==> src/rtl/uart_tx_arbiter.sv <==
// Round-robin arbiter sharing one UART transmitter among NUM_REQ byte sources.
// One byte per grant; each grant waits for the transmitter busy flag to rise and fall, or times out.
module uart_tx_arbiter #(
  parameter int NUM_REQ   = 4,
  parameter int DATA_W    = 8,
  parameter int BUSY_WAIT = 4,
  localparam int ID_W     = (NUM_REQ > 1) ? $clog2(NUM_REQ) : 1
) (
  input  logic                      clk,
  input  logic                      rst_n,
  input  logic [NUM_REQ-1:0]        req_valid,
  input  logic [NUM_REQ*DATA_W-1:0] req_data,
  output logic [NUM_REQ-1:0]        req_ready,
  input  logic                      tx_busy,
  output logic [DATA_W-1:0]         tx_data,
  output logic                      tx_wrsig,
  output logic [ID_W-1:0]           grant_id,
  output logic                      active,
  output logic                      tx_timeout
);
  localparam int IDX_W = ID_W + 1;
  localparam int CNT_W = $clog2(BUSY_WAIT + 1);

  typedef enum logic [1:0] {IDLE, STROBE, WAIT_BUSY, WAIT_DONE} state_t;

  state_t             state, state_nx;
  logic [ID_W-1:0]    rr_ptr, rr_nx, win, grant_nx;
  logic [IDX_W-1:0]   idx;
  logic               found;
  logic [CNT_W-1:0]   cnt, cnt_nx;
  logic [NUM_REQ-1:0] ready_nx;
  logic [DATA_W-1:0]  data_nx;
  logic               wrsig_nx, timeout_nx;

  // First valid requester at or after rr_ptr, wrapping modulo NUM_REQ.
  always_comb begin
    found = 1'b0;
    win   = '0;
    idx   = '0;
    for (int i = 0; i < NUM_REQ; i++) begin
      idx = {1'b0, rr_ptr} + IDX_W'(i);
      if (idx >= IDX_W'(NUM_REQ)) idx = idx - IDX_W'(NUM_REQ);
      if (!found && req_valid[idx[ID_W-1:0]]) begin
        found = 1'b1;
        win   = idx[ID_W-1:0];
      end
    end
  end

  always_comb begin
    state_nx   = state;
    ready_nx   = '0;
    wrsig_nx   = 1'b0;
    timeout_nx = 1'b0;
    data_nx    = tx_data;
    grant_nx   = grant_id;
    rr_nx      = rr_ptr;
    cnt_nx     = cnt;
    unique case (state)
      IDLE: begin
        if (found && !tx_busy) begin
          data_nx  = req_data[win*DATA_W +: DATA_W];
          grant_nx = win;
          rr_nx    = (win == ID_W'(NUM_REQ - 1)) ? '0 : win + 1'b1;
          ready_nx = NUM_REQ'(1) << win;
          wrsig_nx = 1'b1;
          state_nx = STROBE;
        end
      end
      STROBE: begin
        cnt_nx   = '0;
        state_nx = WAIT_BUSY;
      end
      WAIT_BUSY: begin
        if (tx_busy) begin
          state_nx = WAIT_DONE;
        end else if ((int'(cnt) + 1) >= (BUSY_WAIT - 1)) begin
          // The byte is dropped, not retried: the requester already saw its accept.
          timeout_nx = 1'b1;
          state_nx   = IDLE;
        end else begin
          cnt_nx = cnt + 1'b1;
        end
      end
      WAIT_DONE: begin
        if (!tx_busy) state_nx = IDLE;
      end
      default: state_nx = IDLE;
    endcase
  end

  always_ff @(posedge clk or negedge rst_n) begin
    if (!rst_n) begin
      state      <= IDLE;
      rr_ptr     <= '0;
      cnt        <= '0;
      req_ready  <= '0;
      tx_data    <= '0;
      tx_wrsig   <= 1'b0;
      grant_id   <= '0;
      active     <= 1'b0;
      tx_timeout <= 1'b0;
    end else begin
      state      <= state_nx;
      rr_ptr     <= rr_nx;
      cnt        <= cnt_nx;
      req_ready  <= ready_nx;
      tx_data    <= data_nx;
      tx_wrsig   <= wrsig_nx;
      grant_id   <= grant_nx;
      active     <= (state_nx != IDLE);
      tx_timeout <= timeout_nx;
    end
  end

endmodule
==> config.mk <==
export PLATFORM = sky130hd
export DESIGN_NAME = uart_tx_arbiter
export DESIGN_NICKNAME = d
export VERILOG_FILES = /design/src/rtl/uart_tx_arbiter.sv
export SDC_FILE = /design/constraint.sdc
export NUM_CORES = 1
export LEC_CHECK = 0
export ABC_AREA = 0
export ABC_CLOCK_PERIOD_IN_PS = 2100
export BUFFER_PORTS_ARGS = -buffer_cell sky130_fd_sc_hd__buf_4
export CAP_MARGIN = 20
export CORE_MARGIN = 1.5
export CORE_UTILIZATION = 24
export DETAILED_ROUTE_END_ITERATION = 8
export GPL_ROUTABILITY_DRIVEN = 1
export PLACE_DENSITY = 0.49
export SYNTH_ARGS = -nofsm -noshare
export SYNTH_HDL_FRONTEND = slang
export SYNTH_SLANG_ARGS = --single-unit
==> constraint.sdc <==
create_clock -name clk -period 2.1 [get_ports clk]
set_input_delay 0.105 -clock clk [delete_from_list [all_inputs] [get_ports clk]]
set_output_delay 0.105 -clock clk [all_outputs]
set_load 0.01 [all_outputs]
Yosys cells after proc, flatten, opt, wreduce, memory -nomap -nowiden

Cells that the tools add are included.

Word-level logic and storage cells: 85
Input port bits: 39
Register bits: 24
Output and inout port bits: 17

Equality and inequality tests: 6
Reduce and logical (&&, ||, !) cells: 13
Magnitude comparators: 9
Add/sub/neg operators: 10
Muxes and demuxes: 36
Shifts and indexed selects: 2

Operator list:

| cell                                                                  | number |
|---|---|
| 32-bit by 6-bit variable part select with 8-bit output                | 1 |
| 2-bit two-way mux                                                     | 13 |
| 1-bit two-way mux                                                     | 13 |
| 2-bit by 3-bit < comparator with 1-bit output, second input constant  | 4 |
| 3-bit >= comparator, second input constant                            | 3 |
| 1-bit binary-select mux with 2-bit select                             | 4 |
| 4-bit two-way mux                                                     | 2 |
| 2-bit one-hot mux with 4 select lines                                 | 1 |
| 2-bit by 1-bit subtractor with 2-bit output, second input constant    | 4 |
| 2-bit by 2-bit adder with 3-bit output, second input constant         | 2 |
| 2-bit equality test, second input constant                            | 3 |
| 3-bit two-way mux                                                     | 2 |
| 3-bit one-hot mux with 2 select lines                                 | 1 |
| 3-bit by 1-bit adder with 4-bit output, second input constant         | 1 |
| 4-bit by 2-bit >= comparator with 1-bit output, second input constant | 1 |
| 1-bit logical AND                                                     | 4 |
| 1-bit zero test                                                       | 4 |
| 2-bit != test, second input constant                                  | 2 |
| 2-bit nonzero test                                                    | 2 |
| 1-bit by 2-bit left shift with 4-bit output, first input constant     | 1 |
| 2-bit by 1-bit adder with 3-bit output, second input constant         | 1 |
| 3-bit by 1-bit adder with 3-bit output, second input constant         | 1 |
| 2-bit by 3-bit >= comparator with 1-bit output, second input constant | 1 |
| 3-bit AND reduction                                                   | 1 |
| 4 further kinds                                                       | 4 |

Longest topological paths before layout

Gate-level depths: netlist of run 1.

Depth in word-level cells: 18
Mapped depth: 8
Mapped depth without buffers: 6

Least setup slack after synthesis of run 1

Ideal clock, no wire load.

Kind: reg2reg
From: reg rr_ptr[1]
To: reg rr_ptr[1]
Period minus slack after synthesis: 1.756 ns
Stages on the path, launching flop included: 9
Data arrival time: 1.639 ns
Data required time: 1.983 ns
Slack: 0.344 ns
Path through: dfrtp_1 -> mux2_2 -> o221ai_2 -> buf_6 -> buf_12 -> inv_1 -> ha_1 -> nand2_1 -> nand2_1

Word-level cells in the longest chain between the ends: 16
Elaborated cells on any way between the ends: 42
Those cells by class: add/sub (8); order compare (4); eq/ne (1); mux (21); reduce/logical (8)

RTL lines:

| what                                                                                            | line | source |
|---|---|---|
| from (decl)                                                                                     | 27   | `logic [ID_W-1:0] rr_ptr, rr_nx, win, grant_nx;` |
| from (signal assigned)                                                                          | 105  | `rr_ptr <= rr_nx;` |
| parallel branches: the longest is 13 deep, another holds 2-bit by 1-bit adder with 3-bit output | n/a  |  |
| 2-bit two-way mux (*)                                                                           | 43   | `if (!found && req_valid[idx[ID_W-1:0]]) begin` |
| named net win[0]                                                                                | 27   |  |
| 2-bit by 1-bit adder with 2-bit output / 2-bit equality test (equally long branches)            | 64   | `rr_nx = (win == ID_W'(NUM_REQ - 1)) ? '0 : win + 1'b1;` |
| 2-bit two-way mux (*)                                                                           | 64   |  |

Mark *: on every way through the listed nets, which the timed path passes. The select of a mux whose other input is x is not followed.
A chain may end at the register's enable or synchronous reset.

Final worst setup path of run 1

From: reg rr_ptr[1]
To: reg tx_data[0]

Word-level cells in the longest chain between the ends: 16
Elaborated cells on any way between the ends: 40
Those cells by class: add/sub (7); order compare (4); shift (1); mux (20); reduce/logical (8)

RTL lines:

| what                                                                                            | line | source |
|---|---|---|
| parallel branches: the longest is 16 deep, another holds 2-bit by 1-bit adder with 3-bit output | n/a  |  |
| to (signal assigned)                                                                            | 108  | `tx_data <= data_nx;` |
| to (decl)                                                                                       | 15   | `output logic [DATA_W-1:0] tx_data,` |

Several ways; the timed one is not identified. The select of a mux whose other input is x is not followed.

==> run metrics, run 1 <==
Die X 78.2 µm; slowest stage delay, CP about 0.43 ns; ANT cells 0; Post-Synth XOR/XNOR Area 0%; Worst Hold Class primary input to flip-flop; vias in the first global route approximately 1000; Post-Synth Adder-Cell Area 5.52%; Post-Syn Area between 1000 and 1500 µm²; setup TNS 0 ns; fillers between 500 and 600; largest family of logic cells by synthesized area compound AO/OA/AOI/OAI gates; CTS tree yes; largest net degree at the start of global routing 25; maxcap violations 0; synth unique cells 37; CP cell instances mux2_2 > o221ai_2 > buf_4 > mux2i_1 > o221ai_1; share of layout cells above drive strength 1 approximately 36%; WP data arrival 1.90 ns; mux share of post-synthesis cell area approximately 13%; number of buffers added on ports 55; clk root buf clkbuf_8; slowest CP cell dfrtp_1; Total Nets Final around 230; maximum operating frequency about 0.57 GHz; CTS max path bufs 2; fin crit share a little over four fifths; worst-path fanout max 11; main flop type after synthesis dfrtp_1; core region area between 5000 and 6000 µm²; CTS Sinks 24; Post-Synthesis Cells 130; Via Count ~1200; WP buf/inv 1; Synth Register Bits 24; kind of cell adding the most delay to the critical path multiplexers; Critical Path Sink Type flip-flop; Mapped Nets around 180; clock latency on the worst-skew pair between 0.2 and 0.3 ns; Rel. slew slack around 67%; yosys warns 0; type of origin of the critical path flip-flop; global-route wire length before repair between 5 and 6 mm; Final Util about a third; CTS resizes 0; Detail Placement HPWL between 2 and 3 mm; Simple-Gate Fraction of Synth Area around an eighth; cts hold-fix bufs 1; Hold Vio Cnt, Final 0; commonest cells after routing, fill and taps aside 58 x buf_4, 24 x dfrtp_1, 21 x nand2_1, 16 x mux2i_1, 10 x inv_1; DRC violations left 0; Reg clk slew, reported paths ~0.10 ns; global placer's final weighted congestion about 0.80; ys async rst share 100%; Initial Utilization about a quarter; status finished clean; via/cell ratio between 4 and 5; area grow syn2layout 42.2%; P_leak slightly below 0.001 µW; CTS Buf Count 3; Compound-Gate Fraction of Synth Area a little under a fifth; Synth Area per Inst roughly 10 µm²; Chip Height approximately 78 µm; average wire per standard cell ~13 µm; WP data required between 2 and 2.5 ns; Setup Viol. Count Final 0; DIE AREA a little over 6000 µm²; EDFF count, synth 0; Overflow after GRT 0; initial antenna violation count 0; DRT antenna net count 0; Setup Fix Bufs, Post-CTS 0; final wirelength between 3 and 4 mm; Final min period around 1.8 ns; Worst Tran Pin Value 0.502 ns; PD cells 1100 nW/µm²; H-tree depth 1; post-synthesis sequential area ratio 44.2%; Worst Setup Path Type flip-flop to flip-flop; Rows 27; drt pass-1 iters 4; unrepaired setup endpoints after global routing false; commonest non-fill, non-tap cell in the layout buf_4; Slew Viols, Final 0; num ports 56; initial drt markers 43; Peak VDD IR 0.322 mV; Layout Skew between 0.008 and 0.009 ns; GR Util All Layers between 10% and 20%
-- report_power, final --
group | switching [µW] | total, µW | internal (µW)
clock | 161 | 416 | 255
sequential | 140 | 768 | 627
combinational | 475 | 947 | 472
total | 776 | 2130 | 1350
-- worst register-to-register path: stages, from the launching register on --
cell      delay, ns
dfrtp_1        0.43
mux2_2         0.37
o221ai_2       0.22
buf_4          0.27
mux2i_1        0.23
o221ai_1       0.13
-- synthesized netlist by cell type, drive strengths merged, types with 2 or more instances --
library cell / instances / area, µm²
a21boi: 2 / 15.0
and2: 4 / 25.0
a21o: 2 / 15.0
nand2b: 2 / 12.5
inv: 11 / 41.3
a21oi: 5 / 25.0
buf: 4 / 41.3
mux2i: 16 / 160
nor3: 2 / 15.0
o21ai: 3 / 18.8
dfrtp: 24 / 601
o221ai: 9 / 85.1
nand2: 21 / 78.8
o41ai: 3 / 33.8
ha: 6 / 75.1
nor2: 2 / 7.51
-- per-layer routing --
layer  global-route usage [%]  up-vias  part of all wire [%]
li1                         -      583                     -
met1                     17.0      537                    49
met2                     15.1       35                    44
met3                     2.33        2                   6.0
met4                     4.29        0                   1.0
met5                        0        -                     0
-- layout make-up --
| cell class | count | area (µm²) | share of cell area, % |
|---|---|---|---|
| clock inverters | 1 | 30.0 | 1.55 |
| well taps | 72 | 90.1 | 4.66 |
| flip-flops and latches | 24 | 601 | 31.1 |
| repair buffers | 59 | 445 | 23.1 |
| inverters | 11 | 41.3 | 2.14 |
| clock buffers | 3 | 41.3 | 2.14 |
| multi-input cells | 90 | 683 | 35.4 |
-- kinds of logic (layout without fill, tap and decap cells) --
family | Yosys count | count (layout)
simple gates | 36 | 36
compound gates | 31 | 31
flops | 24 | 24
mux | 17 | 17
buf+inv | 16 | 74
fa+ha+maj | 6 | 6
-- path summary, 6_finish.rpt --
check / to / slack [ns] / start / cells past startpoint
max in group asynchronous: tx_timeout / 1.57 / rst_n / 2
min in group asynchronous: tx_wrsig / 0.28 / rst_n / 2
hold / removal: tx_timeout / 0.09 / tx_busy / 2
setup reg to reg: tx_data[0] / 0.34 / rr_ptr[1] / 5
setup / recovery: tx_data[0] / 0.34 / rr_ptr[1] / 5
hold reg to reg: grant_id[0] / 0.49 / grant_id[0] / 1
-- metrics by stage --
stage,hold slack (ns),cell area (µm²),setup WS [ns],instances,total power [µW]
6_report,0.0891,1930,0.340,260,2130
5_1_grt,0.0955,1930,0.140,260,2300
4_1_cts,0.0782,1930,0.307,260,2160
3_5_place_dp,0.0347,1850,0.320,255,1740
3_3_place_gp,0.0364,1850,0.295,255,1740
2_1_floorplan,-0.191,1360,0.344,130,1360
-- registers in the layout, summed over array words and instances, names as in the netlist --
name	flops
active	1
cnt	3
grant_id	2
req_ready	4
rr_ptr	2
state	2
tx_data	8
tx_timeout	1
tx_wrsig	1
No activity file was read; power rests on OpenSTA's default activity.
==> run 2: changes to the inputs <==
==> config.mk (replaced) <==
export PLATFORM = sky130hd
export DESIGN_NAME = uart_tx_arbiter
export DESIGN_NICKNAME = d
export VERILOG_FILES = /design/src/rtl/uart_tx_arbiter.sv
export SDC_FILE = /design/constraint.sdc
export NUM_CORES = 1
export LEC_CHECK = 0
export ABC_AREA = 1
export ABC_CLOCK_PERIOD_IN_PS = 1800
export BUFFER_PORTS_ARGS = -buffer_cell sky130_fd_sc_hd__buf_4
export CAP_MARGIN = 20
export CORE_MARGIN = 1.5
export CORE_UTILIZATION = 24
export DETAILED_ROUTE_END_ITERATION = 8
export GPL_ROUTABILITY_DRIVEN = 1
export PLACE_DENSITY = 0.47
export SYNTH_ARGS = -nofsm -noshare
export SYNTH_HDL_FRONTEND = slang
export SYNTH_SLANG_ARGS = --single-unit
==> constraint.sdc (replaced) <==
create_clock -name clk -period 1.8 [get_ports clk]
set_input_delay 0.09 -clock clk [delete_from_list [all_inputs] [get_ports clk]]
set_output_delay 0.09 -clock clk [all_outputs]
set_load 0.01 [all_outputs]
==> run 2 against run 1 <==
Against the previous run: the run now ends with negative setup slack left; synthesized cell count rose by 83%; clock power increased by 15%; cell count rose by 55%; combinational power grew to 4.8 times the previous value; die area increased by 20%; count of clock-buffer cells in the layout is the same.
==> run metrics, run 2 <==
status finished with violations; violated checks negative setup slack; ANT cells 0 (unchanged); final wirelength 4.71 mm (+39%); Overflow after GRT 0 (unchanged); Hold Vio Cnt, Final 0 (unchanged); CTS max path bufs 2 (unchanged); WP data arrival 2.03 ns (+0.13 ns); Worst R2R Path Depth 14 (+9); Internal Power 3140 µW (+130%); yosys warns 0 (unchanged); routed wl met3 172 µm (-15%); Worst Setup Path Type flip-flop to flip-flop; global-route wire length before repair 7.73 mm (+45%); CTS tree yes; Chip Height 85.9 µm (+9.8%); Die X 85.9 µm (+9.8%); vias in the first global route 1704 (+64%); PD cells 2180 nW/µm² (+98%); Commonest cells post-synth 96 x nand2_1, 32 x inv_1, 24 x dfrtp_1; drt pass-1 iters 4 (unchanged); share of layout cells above drive strength 1 50.8% (+15 points); most common cell in the netlist nand2_1; Critical Path Sink Type flip-flop; Layout Skew 0.00550 ns (-0.00263 ns); hold path endpoint tx_data[4]; Reg clk slew, reported paths 0.09 ns (about the same); Post-Synthesis Cells 238 (+83%); CP cell instances buf_6 > nand2_2 > nand2_2 > nand2_4 > nand2_4 > nor2_4 > nand3_4 > nand3_4 > buf_12 > nand2_2 > nand3_2 > nand2_2 > nand2_1 > nand2_1; share of total power in the clock network 8.0% (-12 points); DIE AREA 7380 µm² (+20%); commonest cells after routing, fill and taps aside 74 x buf_4, 67 x nand2_1, 28 x nand2_2, 28 x inv_1, 22 x dfrtp_1; fin crit share 103% (+20 points); largest area contributor in the netlist dfrtp_1; top flop regs tx_data (8), req_ready (4), cnt (3); maximum operating frequency 0.538 GHz (-5.4%); Rows 30 (+11%); Detail Placement HPWL 3.39 mm (+34%); P_leak 0.00150 µW (+53%); Final min period 1.86 ns (+0.100 ns); post-synthesis sequential area ratio 36.4% (-7.8 points); DRT antenna net count 0 (unchanged); Setup Viol. Count Final 11 (+11); clock latency on the worst-skew pair 0.27 ns (about the same); Worst Hold Class primary input to flip-flop; switching power 2850 µW (+270%); Top Metal Used met4; CTS Sinks 24 (unchanged); slowest stage delay, CP 0.47 ns (+0.04 ns); Setup WS post-layout -0.0600 ns (-0.400 ns); synth unique cells 24 (-35%); Peak VDD IR 0.912 mV (+180%); commonest non-fill, non-tap cell in the layout buf_4; Mapped Nets 283 (+62%); M1 WL 2.10 mm (+27%); core region area 6720 µm² (+23%); reg-to-reg slack, setup -0.06 ns (-0.40 ns); DR WL met2 2.40 mm (+60%); final hold slack 0.114 ns (+0.0254 ns); clk root buf clkbuf_8; Via Count 1781 (+54%); Flop pwr share 15.4% (-21 points); ys async rst share 100% (unchanged); area grow syn2layout 66.2%; average wire per standard cell 11.7 µm (-10%); maxcap violations 0 (unchanged); max reg flops 8 (unchanged); fin cells 403 (+55%); via/cell ratio 4.42 (-0.69%); Initial Utilization 24.5% (-0.28 points); WP data required 1.97 ns (-0.27 ns); global placer's final weighted congestion 0.803 (-0.22%); worst-path fanout max 8 (-3); CTS Buf Count 3 (unchanged); Total Nets Final 369 (+58%); Inst Count DP 391 (+53%); Worst path most repeated cell nand2_2; slowest CP cell dfrtp_2; main flop type after synthesis dfrtp_1; number of buffers added on ports 55 (unchanged); DRC violations left 0 (unchanged); Synth top area share 36.4% (-7.8 points); reg-to-reg critical path startpoint rr_ptr[0]; Rel. slew slack 74.1% (+7.6 points); type of origin of the critical path flip-flop; Worst Tran Pin Value 0.387 ns (-0.115 ns); GR Util All Layers 13.0% (+1.9 points); Synth Register Bits 24 (unchanged); Hold Crit Depth 5 (+3); Reg-to-Reg End tx_data[2]; initial antenna violation count 0 (unchanged); H-tree depth 1 (unchanged); initial drt markers 37 (-14%); Post-Syn Area 1650 µm² (+21%); largest net degree at the start of global routing 25 (unchanged); Synth Area per Inst 6.93 µm² (-34%); switching share of power 47.6% (+11 points); EDFF count, synth 0 (unchanged); num ports 56 (unchanged); Reg with most FFs tx_data; top cells by area, synth dfrtp_1 36%, nand2_1 22%, inv_1 7.3%, nand3_1 6.7%, ha_1 4.6%; unrepaired setup endpoints after global routing true; Placement Setup Slack -0.186 ns (-0.506 ns); hold path start req_data[12]; Logic pwr share 76.6% (+32 points); overall power 5980 µW (+180%); Slew Viols, Final 0 (unchanged)
==> run 2: through the flow <==
step	util (%)	cell area (µm²)	setup TNS (ns)
after floorplan	-	1660	0
after global placement	34.2	2300	-1.47
after detailed placement	34.2	2300	-1.99
after CTS	37.9	2550	-0.211
after global routing	40.8	2740	-2.14
final	40.8	2740	-0.365
==> run 2: logic make-up (layout without fill, tap and decap cells) <==
kind of cell	after synthesis	count (layout)	share of synthesized area, %
AND/OR/NAND/NOR	156	156	44.1
buffers and inverters	43	128	11.8
flip-flops	24	24	36.4
AO/OA/AOI/OAI	9	9	3.11
adder cells (fa/ha/maj)	6	6	4.55
==> run 2: routing by layer <==
layer  vias up  track usage (%)
li1        907                -
met1       833             16.5
met2        37             23.4
met3         4             1.92
met4         0             3.08
met5         -                0
==> run 2: critical path, delay by kind of cell, from the launching register on <==
family        cells  cell delay [ns]
simple gates     12             0.98
flops             1             0.47
buf+inv           2             0.32
==> run 2: worst max-delay path by stage <==
stage / startpoint / endpoint / depth (start not counted)
finish: rr_ptr[0] / tx_data[2] / 14
floorplan: rr_ptr[0] / rr_ptr[1] / 14
global route: rr_ptr[0] / tx_data[3] / 14
global placement: rr_ptr[0] / rr_ptr[1] / 13
CTS: rr_ptr[0] / tx_data[1] / 14
detailed placement: rr_ptr[0] / rr_ptr[1] / 13
==> run 2: power groups by stage <==
stage	clock [µW]	combinational, µW	sequential [µW]
6_report	480	4580	922
2_1_floorplan	0	2080	945
4_1_cts	498	3930	925
3_3_place_gp	0	3350	946
5_1_grt	514	5110	949
3_5_place_dp	0	3370	941
==> run 2: repair_timing <==
item,4_1_cts,5_1_grt
cloned,0,1
setup buffers,4,1
setup endpoints to repair,18,18
endpoints found under the hold margin,25,0
resized for setup,37,48
pin swaps,21,24
hold buffers,2,0
==> run 2: layout make-up <==
cell class / count / area, µm²
fill: 724 / 3980
multi-input combinational: 171 / 1090
timing repair buffer: 85 / 707
sequential: 24 / 603
inverter: 39 / 171
tap: 80 / 100
clock buffer: 3 / 41.3
clock inverter: 1 / 30.0
==> run 3: changes to the inputs <==
--- a/config.mk
+++ b/config.mk
@@ -14,6 +14,7 @@
 export DETAILED_ROUTE_END_ITERATION = 8
 export GPL_ROUTABILITY_DRIVEN = 1
 export PLACE_DENSITY = 0.47
+export REMOVE_ABC_BUFFERS = 1
 export SYNTH_ARGS = -nofsm -noshare
 export SYNTH_HDL_FRONTEND = slang
 export SYNTH_SLANG_ARGS = --single-unit
==> run 3 against run 2 <==
Against the previous run: the flow still finishes with violations (negative setup slack); global-route usage shrank 1.0 points; die area is the same; worst hold slack gained 0.0075 ns; cell count shrank 0.74%; worst setup slack gained 0.015 ns; critical path depth shrank 2; largest cell class unchanged; highest routed layer unchanged.
==> run metrics, run 3 (synthesis results as in run 2) <==
CTS max path bufs 2 (unchanged); final wirelength 4.33 mm (-7.9%); global-route wire length before repair 7.27 mm (-6.0%); P_leak 0.00148 µW (-1.2%); Reg clk slew, reported paths 0.09 ns (about the same); Peak VDD IR 0.843 mV (-7.6%); GR Util All Layers 12.0% (-1.0 points); Worst Tran Pin Value 0.335 ns (-0.0517 ns); drt pass-1 iters 4 (unchanged); Layout Skew 0.00580 ns (+0.000299 ns); Overflow after GRT 0 (unchanged); DRC violations left 0 (unchanged); clock latency on the worst-skew pair 0.27 ns (about the same); Critical Path Sink Type flip-flop; overall power 5410 µW (-9.6%); Initial Utilization 24.5% (unchanged); commonest non-fill, non-tap cell in the layout nand2_1; Rows 30 (unchanged); top flop regs tx_data (8), req_ready (4), cnt (3); Placement Setup Slack -0.0434 ns (+0.142 ns); H-tree depth 1 (unchanged); area grow syn2layout 60.5%; maxcap violations 0 (unchanged); Slew Viols, Final 0 (unchanged); worst-path fanout max 6 (-2); Detail Placement HPWL 3.35 mm (-1.3%); Final min period 1.85 ns (-0.0148 ns); vias in the first global route 1626 (-4.6%); Setup WS post-layout -0.0453 ns (+0.0148 ns); unrepaired setup endpoints after global routing true; Reg with most FFs tx_data; ANT cells 0 (unchanged); initial drt markers 33 (-11%); Via Count 1668 (-6.3%); max reg flops 8 (unchanged); number of buffers added on ports 55 (unchanged); Worst Hold Class primary input to flip-flop; status finished with violations; fillers 709 (-2.1%); global placer's final weighted congestion 0.774 (-3.6%); share of layout cells above drive strength 1 44.4% (-6.4 points); fin crit share 103% (-0.82 points); via/cell ratio 4.17 (-5.6%); Die X 85.9 µm (unchanged); Worst Setup Path Type flip-flop to flip-flop; Total Nets Final 366 (-0.81%); DIE AREA 7380 µm² (unchanged); Chip Height 85.9 µm (unchanged); CP cell instances buf_12 > clkinv_8 > nand2_4 > nand3_2 > nand2_4 > nor2_4 > nand3_4 > nand3_4 > inv_4 > ha_1 > nand2_1 > o21ai_1; WP data arrival 2.00 ns (-0.03 ns); commonest cells after routing, fill and taps aside 76 x nand2_1, 72 x buf_4, 31 x inv_1, 22 x dfrtp_1, 17 x nand2_2; clk root buf clkbuf_8; core region area 6720 µm² (unchanged); slowest stage delay, CP 0.45 ns (-0.02 ns); WP data required 1.95 ns (-0.02 ns); num ports 56 (unchanged); type of origin of the critical path flip-flop; slowest CP cell dfrtp_2; violated checks negative setup slack; maximum operating frequency 0.542 GHz (+0.80%); Final Util 39.4% (-1.4 points); CTS Sinks 24 (unchanged); Rel. slew slack 77.4% (+3.3 points); Hold Vio Cnt, Final 0 (unchanged); Setup Viol. Count Final 11 (unchanged); average wire per standard cell 10.8 µm (-7.3%); largest net degree at the start of global routing 25 (unchanged); DRT antenna net count 0 (unchanged); PD cells 2040 nW/µm² (-6.4%); CTS tree yes; CTS Buf Count 3 (unchanged); final hold slack 0.122 ns (+0.00752 ns); initial antenna violation count 0 (unchanged)
## run 3: changes by cell type in the layout (fill, tap and decap cells not counted), moves of 3 or more
cell,previous run,this run
nand2_1,67,76
nand2_4,11,14
inv_2,7,3
nand3_1,10,13
nand3_2,12,9
inv_4,0,3
inv_1,28,31
nand2_2,28,17
## run 3: path summary, 6_finish.rpt
check                        endpoint  slack (ns)         start  cells after the start
max in group asynchronous   rr_ptr[1]        1.29         rst_n                      2
max                         rr_ptr[1]       -0.05     rr_ptr[0]                     12
max reg2reg                 rr_ptr[1]       -0.05     rr_ptr[0]                     12
min reg2reg                tx_timeout        0.49      state[0]                      1
min in group asynchronous      cnt[1]        0.24         rst_n                      2
min                        tx_data[5]        0.12  req_data[13]                      5
## run 3: area by class of cell
class	instances	area, µm²	area share, %
Inverter	39	171	6.48
Tap cell	80	100	3.78
Clock inverter	1	30.0	1.13
Timing Repair inverter	1	8.76	0.331
Clock buffer	3	41.3	1.56
Sequential cell	24	603	22.8
Timing Repair Buffer	81	671	25.3
Multi-Input combinational cell	171	1020	38.6
## run 3: layer usage
metal | vias to the layer above | share of wire (%) | GRT usage [%]
li1 | 902 | - | -
met1 | 726 | 49 | 16.8
met2 | 38 | 47 | 19.7
met3 | 2 | 3.9 | 2.98
met4 | 0 | 0.23 | 0.880
met5 | - | 0 | 0
## run 3: through the flow
stage	instance area [µm²]	setup TNS [ns]	instances
global placement	2280	0	388
finish	2650	-0.178	400
global route	2650	-2.09	400
CTS	2390	-0.0911	395
detailed placement	2280	-0.0949	388
floorplan	1610	-0.322	234
## run 3: what timing repair did
item,4_1_cts,5_1_grt
buffers inserted,1,4
setup endpoints to repair,12,18
pin swaps,1,23
hold buffers,2,0
cloned,0,2
hold endpoints to repair,25,0
gates resized for setup,4,54
## run 3: report_power, final
part           total (µW)  leakage (µW)  switching [µW]  internal (µW)
combinational        4020       0.00114            2190           1830
clock                 474     0.0000357             177            297
sequential            917      0.000303             158            759
## run 3: worst max-delay path: cells and delay by family (launching register included)
family | cells | cell delay, ns
fa+ha+maj | 1 | 0.28
buf+inv | 3 | 0.29
compound gates | 1 | 0.05
flops | 1 | 0.45
simple gates | 7 | 0.66
